## config.mk

```make
export PLATFORM = sky130hd
export DESIGN_NAME = prog_loader_flat
export DESIGN_NICKNAME = d
export VERILOG_FILES = /design/src/rtl/prog_loader_if.sv /design/src/rtl/prog_loader.sv /design/src/flat_wrapper.sv
export SDC_FILE = /design/constraint.sdc
export NUM_CORES = 1
export LEC_CHECK = 0
export BUFFER_PORTS_ARGS = -buffer_cell sky130_fd_sc_hd__buf_2
export CAP_MARGIN = 25
export CORE_ASPECT_RATIO = 1.75
export CORE_UTILIZATION = 35
export DETAILED_ROUTE_END_ITERATION = 10
export PLACE_DENSITY = 0.56
export SETUP_SLACK_MARGIN = 0.3
export SLEW_MARGIN = 0
export SYNTH_ARGS = -nofsm -noshare
export SYNTH_HDL_FRONTEND = slang
export SYNTH_SLANG_ARGS = --single-unit
```

## constraint.sdc

```tcl
create_clock -name clock -period 2.3 [get_ports clock]
set_input_delay 0.345 -clock clock [delete_from_list [all_inputs] [get_ports clock]]
set_output_delay 0.345 -clock clock [all_outputs]
set_load 0.01 [all_outputs]
```

## src/rtl/prog_loader_if.sv

```systemverilog
// ---------------------------------------------------------------------------
// prog_loader_if
//
// Bundles the byte-stream handshake and the shared memory bus around the
// program loader.
//
// Signals:
//   rx_data / rx_valid / rx_ready  byte stream into the loader
//   cpu_address / cpu_data_out / cpu_we
//                                  CPU-side memory request
//   mem_address / mem_data_out / mem_we
//                                  memory-side request, driven by the loader
//
// Modports:
//   master  the environment: byte source, CPU and memory
//   slave   the loader itself
// ---------------------------------------------------------------------------
interface prog_loader_if;
    logic [7:0]  rx_data;
    logic        rx_valid;
    logic        rx_ready;

    logic [15:0] cpu_address;
    logic [31:0] cpu_data_out;
    logic        cpu_we;

    logic [15:0] mem_address;
    logic [31:0] mem_data_out;
    logic        mem_we;

    modport master (
        output rx_data, rx_valid, cpu_address, cpu_data_out, cpu_we,
        input  rx_ready, mem_address, mem_data_out, mem_we
    );

    modport slave (
        input  rx_data, rx_valid, cpu_address, cpu_data_out, cpu_we,
        output rx_ready, mem_address, mem_data_out, mem_we
    );
endinterface

```

## src/rtl/prog_loader.sv

```systemverilog
// ---------------------------------------------------------------------------
// prog_loader
//
// Boot/program loader that owns the single-port memory shared with the CPU.
// A byte stream carries a 16-bit big-endian word count followed by that many
// big-endian 32-bit words; each word is written to BASE_ADDR, BASE_ADDR+1, ...
// While loading, the CPU is held in reset; afterwards the memory port is a
// combinational pass-through from the CPU. Memory read data bypasses this
// block entirely.
//
// Parameters:
//   BASE_ADDR  word address of the first loaded word (wraps past 16'hFFFF)
//   BOOT_LOAD  1 = load after reset, 0 = release the CPU straight to run
//
// Ports:
//   clock         system clock, rising edge
//   reset         asynchronous, active-low
//   load_req      level request to (re)enter load mode from RUN
//   bus           stream + CPU/memory bus (slave side)
//   cpu_reset     active-high reset to the CPU, high whenever not in RUN
//   busy          high whenever not in RUN
//   words_loaded  words written in the current or last load
// ---------------------------------------------------------------------------
module prog_loader #(
    parameter logic [15:0] BASE_ADDR = 16'h0000,
    parameter bit          BOOT_LOAD = 1'b1
) (
    input  logic          clock,
    input  logic          reset,
    input  logic          load_req,
    prog_loader_if.slave  bus,
    output logic          cpu_reset,
    output logic          busy,
    output logic [15:0]   words_loaded
);

    typedef enum logic [2:0] {
        HOLD,
        HDR_HI,
        HDR_LO,
        DATA,
        WRITE,
        RUN
    } state_t;

    state_t      state;
    state_t      state_n;

    logic [1:0]  byte_idx;
    logic [15:0] word_idx;
    logic [15:0] count;
    logic [31:0] shift;

    // Registered decodes of the state, updated together with it.
    logic        rx_ready_q;
    logic        write_q;

    logic        xfer;
    logic [15:0] count_full;
    logic [15:0] word_idx_inc;

    assign xfer         = bus.rx_valid & rx_ready_q;
    assign count_full   = {count[15:8], bus.rx_data};
    assign word_idx_inc = word_idx + 16'd1;

    // -----------------------------------------------------------------------
    // Next-state decode
    // -----------------------------------------------------------------------
    always_comb begin
        // NOTE: default first so every path assigns state_n; no latch is inferred.
        state_n = state;
        unique case (state)
            HOLD: begin
                if (BOOT_LOAD || load_req) state_n = HDR_HI;
                else                       state_n = RUN;
            end
            HDR_HI: begin
                if (xfer) state_n = HDR_LO;
            end
            HDR_LO: begin
                // An empty image releases the CPU without a single write.
                if (xfer) state_n = (count_full == 16'd0) ? RUN : DATA;
            end
            DATA: begin
                if (xfer && byte_idx == 2'd3) state_n = WRITE;
            end
            WRITE: begin
                state_n = (word_idx_inc == count) ? RUN : DATA;
            end
            RUN: begin
                if (load_req) state_n = HOLD;
            end
            default: state_n = HOLD;
        endcase
    end

    // -----------------------------------------------------------------------
    // State, datapath and registered outputs
    // -----------------------------------------------------------------------
    always_ff @(posedge clock or negedge reset) begin
        if (!reset) begin
            state        <= HOLD;
            byte_idx     <= 2'd0;
            word_idx     <= 16'd0;
            count        <= 16'd0;
            shift        <= 32'd0;
            words_loaded <= 16'd0;
            rx_ready_q   <= 1'b0;
            write_q      <= 1'b0;
            cpu_reset    <= 1'b1;
            busy         <= 1'b1;
        end else begin
            // NOTE: non-blocking assignments here so every register samples
            // pre-edge values regardless of statement order.
            state      <= state_n;
            rx_ready_q <= (state_n == HDR_HI) || (state_n == HDR_LO) || (state_n == DATA);
            write_q    <= (state_n == WRITE);
            cpu_reset  <= (state_n != RUN);
            busy       <= (state_n != RUN);

            unique case (state)
                HOLD: begin
                    // A fresh load starts counting from the first word again.
                    if (state_n == HDR_HI) begin
                        word_idx     <= 16'd0;
                        words_loaded <= 16'd0;
                    end
                end
                HDR_HI: begin
                    if (xfer) count[15:8] <= bus.rx_data;
                end
                HDR_LO: begin
                    if (xfer) begin
                        count[7:0] <= bus.rx_data;
                        byte_idx   <= 2'd0;
                    end
                end
                DATA: begin
                    if (xfer) begin
                        // Big-endian: the first byte ends up in bits 31:24.
                        shift <= {shift[23:0], bus.rx_data};
                        if (byte_idx != 2'd3) byte_idx <= byte_idx + 2'd1;
                    end
                end
                WRITE: begin
                    word_idx     <= word_idx_inc;
                    words_loaded <= words_loaded + 16'd1;
                    byte_idx     <= 2'd0;
                end
                RUN: begin
                end
                default: begin
                end
            endcase
        end
    end

    // -----------------------------------------------------------------------
    // Memory port: CPU pass-through in RUN, loader-owned otherwise.
    // busy is a registered copy of (state != RUN), so it selects the owner.
    // -----------------------------------------------------------------------
    assign bus.rx_ready     = rx_ready_q;
    assign bus.mem_address  = busy ? (BASE_ADDR + word_idx) : bus.cpu_address;
    assign bus.mem_data_out = busy ? shift                  : bus.cpu_data_out;
    assign bus.mem_we       = busy ? write_q                : bus.cpu_we;

endmodule

```

## src/flat_wrapper.sv

```systemverilog
// flat-port wrapper written by rule: the top's interface ports become plain ports
module prog_loader_flat 
#(
    parameter logic [15:0] BASE_ADDR = 16'h0000,
    parameter bit          BOOT_LOAD = 1'b1
)
  (clock, reset, load_req, cpu_reset, busy, words_loaded, bus_rx_data, bus_rx_valid, bus_cpu_address, bus_cpu_data_out, bus_cpu_we, bus_rx_ready, bus_mem_address, bus_mem_data_out, bus_mem_we);
  prog_loader_if bus_i ();
  input  logic clock;
  input  logic reset;
  input  logic load_req;
  output logic cpu_reset;
  output logic busy;
  output logic [15:0] words_loaded;
  input wire logic [$bits(bus_i.rx_data)-1:0] bus_rx_data;
  input wire logic [$bits(bus_i.rx_valid)-1:0] bus_rx_valid;
  input wire logic [$bits(bus_i.cpu_address)-1:0] bus_cpu_address;
  input wire logic [$bits(bus_i.cpu_data_out)-1:0] bus_cpu_data_out;
  input wire logic [$bits(bus_i.cpu_we)-1:0] bus_cpu_we;
  output wire logic [$bits(bus_i.rx_ready)-1:0] bus_rx_ready;
  output wire logic [$bits(bus_i.mem_address)-1:0] bus_mem_address;
  output wire logic [$bits(bus_i.mem_data_out)-1:0] bus_mem_data_out;
  output wire logic [$bits(bus_i.mem_we)-1:0] bus_mem_we;
  assign bus_i.rx_data = bus_rx_data;
  assign bus_i.rx_valid = bus_rx_valid;
  assign bus_i.cpu_address = bus_cpu_address;
  assign bus_i.cpu_data_out = bus_cpu_data_out;
  assign bus_i.cpu_we = bus_cpu_we;
  assign bus_rx_ready = bus_i.rx_ready;
  assign bus_mem_address = bus_i.mem_address;
  assign bus_mem_data_out = bus_i.mem_data_out;
  assign bus_mem_we = bus_i.mem_we;
  prog_loader #(.BASE_ADDR(BASE_ADDR), .BOOT_LOAD(BOOT_LOAD)) u_core (.clock(clock), .reset(reset), .load_req(load_req), .bus(bus_i), .cpu_reset(cpu_reset), .busy(busy), .words_loaded(words_loaded));
endmodule
```

==> impl_metrics.tcl <==
set metrics [dict create \
    routabilityCongestion 0.8244 \
    post-route-period-util_pct 88.56 \
    final_util_pct 47.83 \
    critical_path_class "reg2reg" \
    p_switching_w 0.002383 \
    synth_top_family_by_area "multiplexers" \
    synthTopCellsByCount "dfrtp_1, mux2_2, nand2_1, o21ai_0, nor2_1" \
    die_w_um 94.40 \
    rr_worst_depth 7 \
    crit_fanout 3 \
    async_flop_share_pct 100.0 \
    grt_start_max_net_pins 49 \
    crit_path_end_kind "flip-flop" \
    die_area_mm2 0.01545 \
    synth_seq_cells 88 \
    drtIter0Drc 118 \
    wl_per_cell_um 17.44 \
    cts_buffers 9 \
    syn_area_per_cell_um2 10.61 \
    r2r_end "u_core.bus.rx_ready" \
    diodes 0 \
    initial_core_util_pct 36.03 \
    synth_xor_xnor_area_share_pct 3.015 \
    yosysTopAreaCellShare_pct 41.64 \
    synth_fa_ha_area_share_pct 0.7179 \
    clk_path_buf_depth 2 \
    rsz0062_at_grt "true" \
    grt_pass1_wl_mm 22.07 \
    p_leak_nw 3.193 \
    synthTopCellsByArea "dfrtp_1, mux2_2, mux2i_1, nand2_1, mux2_1" \
    drive_gt1_share_pct 46.66 \
    io_buffers 128 \
    swShare_pct 33.70 \
    yosys.area.top_type "dfrtp_1" \
    p_int_w 0.004689 \
    slew_viol_final 0 \
    first_pass_iters 5 \
    area_growth_pct 32.76 \
    ys_seq_area_share_pct 42.14 \
    grt_pass1_vias 4330 \
    io_pins 129 \
    vias_per_cell 5.327 \
    min_period_ns 2.037 \
    power.density_mw_per_mm2 1019 \
    rows 58 \
    fmax_mhz 490.9 \
    synth_edf_count 0 \
    clk_latency_ns 0.34 \
    ff2ff_setup_slack_ns 0.26 \
    status "finished, final reports clean" \
    skew_ns 0.01131 \
    regToRegStartpoint "u_core.word_idx[1]" \
    clkPwrFrac_pct 20.8 \
    worst_pin_slew_ns 0.4656 \
    hp-class "in2reg" \
    core_mm2 0.01451 \
    finalSetupViolCount 0 \
    worst_ep_required_time_ns 2.51 \
    p_comb_share_pct 44.0 \
    cts_sinks 88 \
    endpoint "u_core.bus.rx_ready" \
    crit_arrival_ns 2.25 \
    synth_compound_area_share_pct 10.43 \
    cap_violations 0 \
    synth-simple-area-share_pct 15.36 \
    hold_viol 0 \
    pwr-share-seq_pct 35.2 \
    yosysMostFrequentCell "dfrtp_1" \
    syn-cell-area_mm2 0.005229 \
    routed_wl_mm 14.36 \
    syn_inst 493 \
    nNetsFinal 702 \
    clock-root-buffer "clkbuf_16" \
    fin_cells 823 \
    cts_max_level 3 \
    antenna_found_initial 0 \
    startpoint "u_core.word_idx[1]" \
    tns_ns 0 \
    worstHoldStart "bus_rx_data[0]" \
    fp.dieH_um 163.7 \
    grt.total_usage_pct 18.62 \
    ant_nets 0 \
    vias 4384 \
    cts_tree "built" \
    worstSetupStartpointType "flip-flop" \
    ys.flop_type "dfrtp_1" \
    yosys_warnings 0 \
    synthMuxAreaShare_pct 23.93 \
    syn_nets 557 \
    dpl.hpwl_mm 9.682 \
    vdd_drop_max_mv 0.4255 \
    clk_pin_slew_ns 0.06 \
    slew_headroom_pct 68.72 \
    grt_overflow 0 \
    ys_types 65 \
    dpl.cell_count 786 \
    drc 0 \
]
per-layer routing:
layer | part of all wire (%) | wire length (µm) | vias up | global-route usage, %
li1 | - | - | 2103 | -
met1 | 41 | 5862 | 2137 | 21.01
met2 | 54 | 7733 | 128 | 35.28
met3 | 3.7 | 526 | 16 | 2.176
met4 | 1.6 | 232 | 0 | 6.154
met5 | 0 | 0 | - | 0
cell usage in the layout, fill, tap and decap left out, types with 4 or more instances in the layout:
cell type / n
inv_1: 11
o21ai_1: 12
o21ai_0: 24
nand4_1: 7
xor2_1: 9
mux2_2: 60
mux2_4: 22
clkbuf_16: 11
buf_6: 24
nor2_1: 23
dfrtp_2: 13
nor4_1: 4
nand3_1: 11
xnor2_1: 8
mux2i_1: 17
a31oi_1: 5
dfrtp_1: 74
o22ai_1: 5
mux2_1: 14
nor3_1: 14
nand2_1: 44
a21oi_1: 11
buf_2: 104
buf_4: 30
and3_1: 5
state kept, by name (all words and copies together), names as in the netlist:
signal,count
u_core.byte_idx,2
u_core.cpu_reset,1
u_core.shift,32
u_core.state,3
u_core.words_loaded,16
u_core.word_idx,16
u_core.write_q,1
u_core.bus.rx_ready,1
u_core.count,16
cell families (layout without fill, tap and decap cells):
logic type | Yosys count | in the layout
AND/OR/NAND/NOR | 141 | 142
multiplexers | 113 | 113
flip-flops | 88 | 88
AO/OA/AOI/OAI | 85 | 85
buffers and inverters | 45 | 194
XOR/XNOR | 18 | 18
adder cells (fa/ha/maj) | 3 | 3
stage by stage:
step / hold WS, ns / instance area [µm²] / setup WS [ns] / total power [W]
CTS: 0.2932 / 6526 / 0.2687 / 0.006756
global route: 0.3038 / 6942 / 0.1962 / 0.007553
finish: 0.2959 / 6942 / 0.2630 / 0.007072
global placement: 0.2963 / 6076 / 0.1893 / 0.005093
floorplan: 0.04941 / 5234 / 0.3179 / 0.004264
detailed placement: 0.3047 / 6076 / 0.1206 / 0.005153
power by group through the flow:
stage	clock network (W)	registers, W	logic, W
2_1_floorplan	0	0.00235	0.00192
3_3_place_gp	0	0.00252	0.00257
3_5_place_dp	0	0.00253	0.00262
4_1_cts	0.00152	0.00251	0.00273
5_1_grt	0.00159	0.00257	0.00340
6_report	0.00147	0.00249	0.00311
critical path: stages (launching register included):
cell and delay [ns]:
dfrtp_1 0.42, ha_4 0.26, xnor2_1 0.17, o211ai_1 0.16, a211oi_2 0.27, o2111ai_2 0.16
and4b_4 0.38, a31oi_1 0.09
how the worst min path moves through the flow:
stage,cells past startpoint,end,slack (ns)
floorplan,0,u_core.bus.rx_ready,0.05
global placement,1,u_core.words_loaded[5],0.30
detailed placement,1,u_core.words_loaded[5],0.30
CTS,2,u_core.shift[0],0.29
global route,2,u_core.count[5],0.30
finish,2,u_core.shift[0],0.30
final cells by class:
cell class | count | area, µm²
fill | 1386 | 7572
multi-input combinational | 361 | 2962
sequential | 88 | 2220
timing repair buffer | 166 | 1191
clock buffer | 11 | 242.7
tap | 180 | 225.2
clock inverter | 5 | 56.30
inverter | 12 | 45.04
repair_timing:
action / CTS / global route
hold buffers: 1 / 0
pin swaps: 1 / 9
cloned: 3 / 2
buffers inserted: 4 / 11
setup endpoints to repair: 53 / 64
endpoints found under the hold margin: 25 / 0
gates resized for setup: 14 / 57
Power figures use the tool's default switching activity.
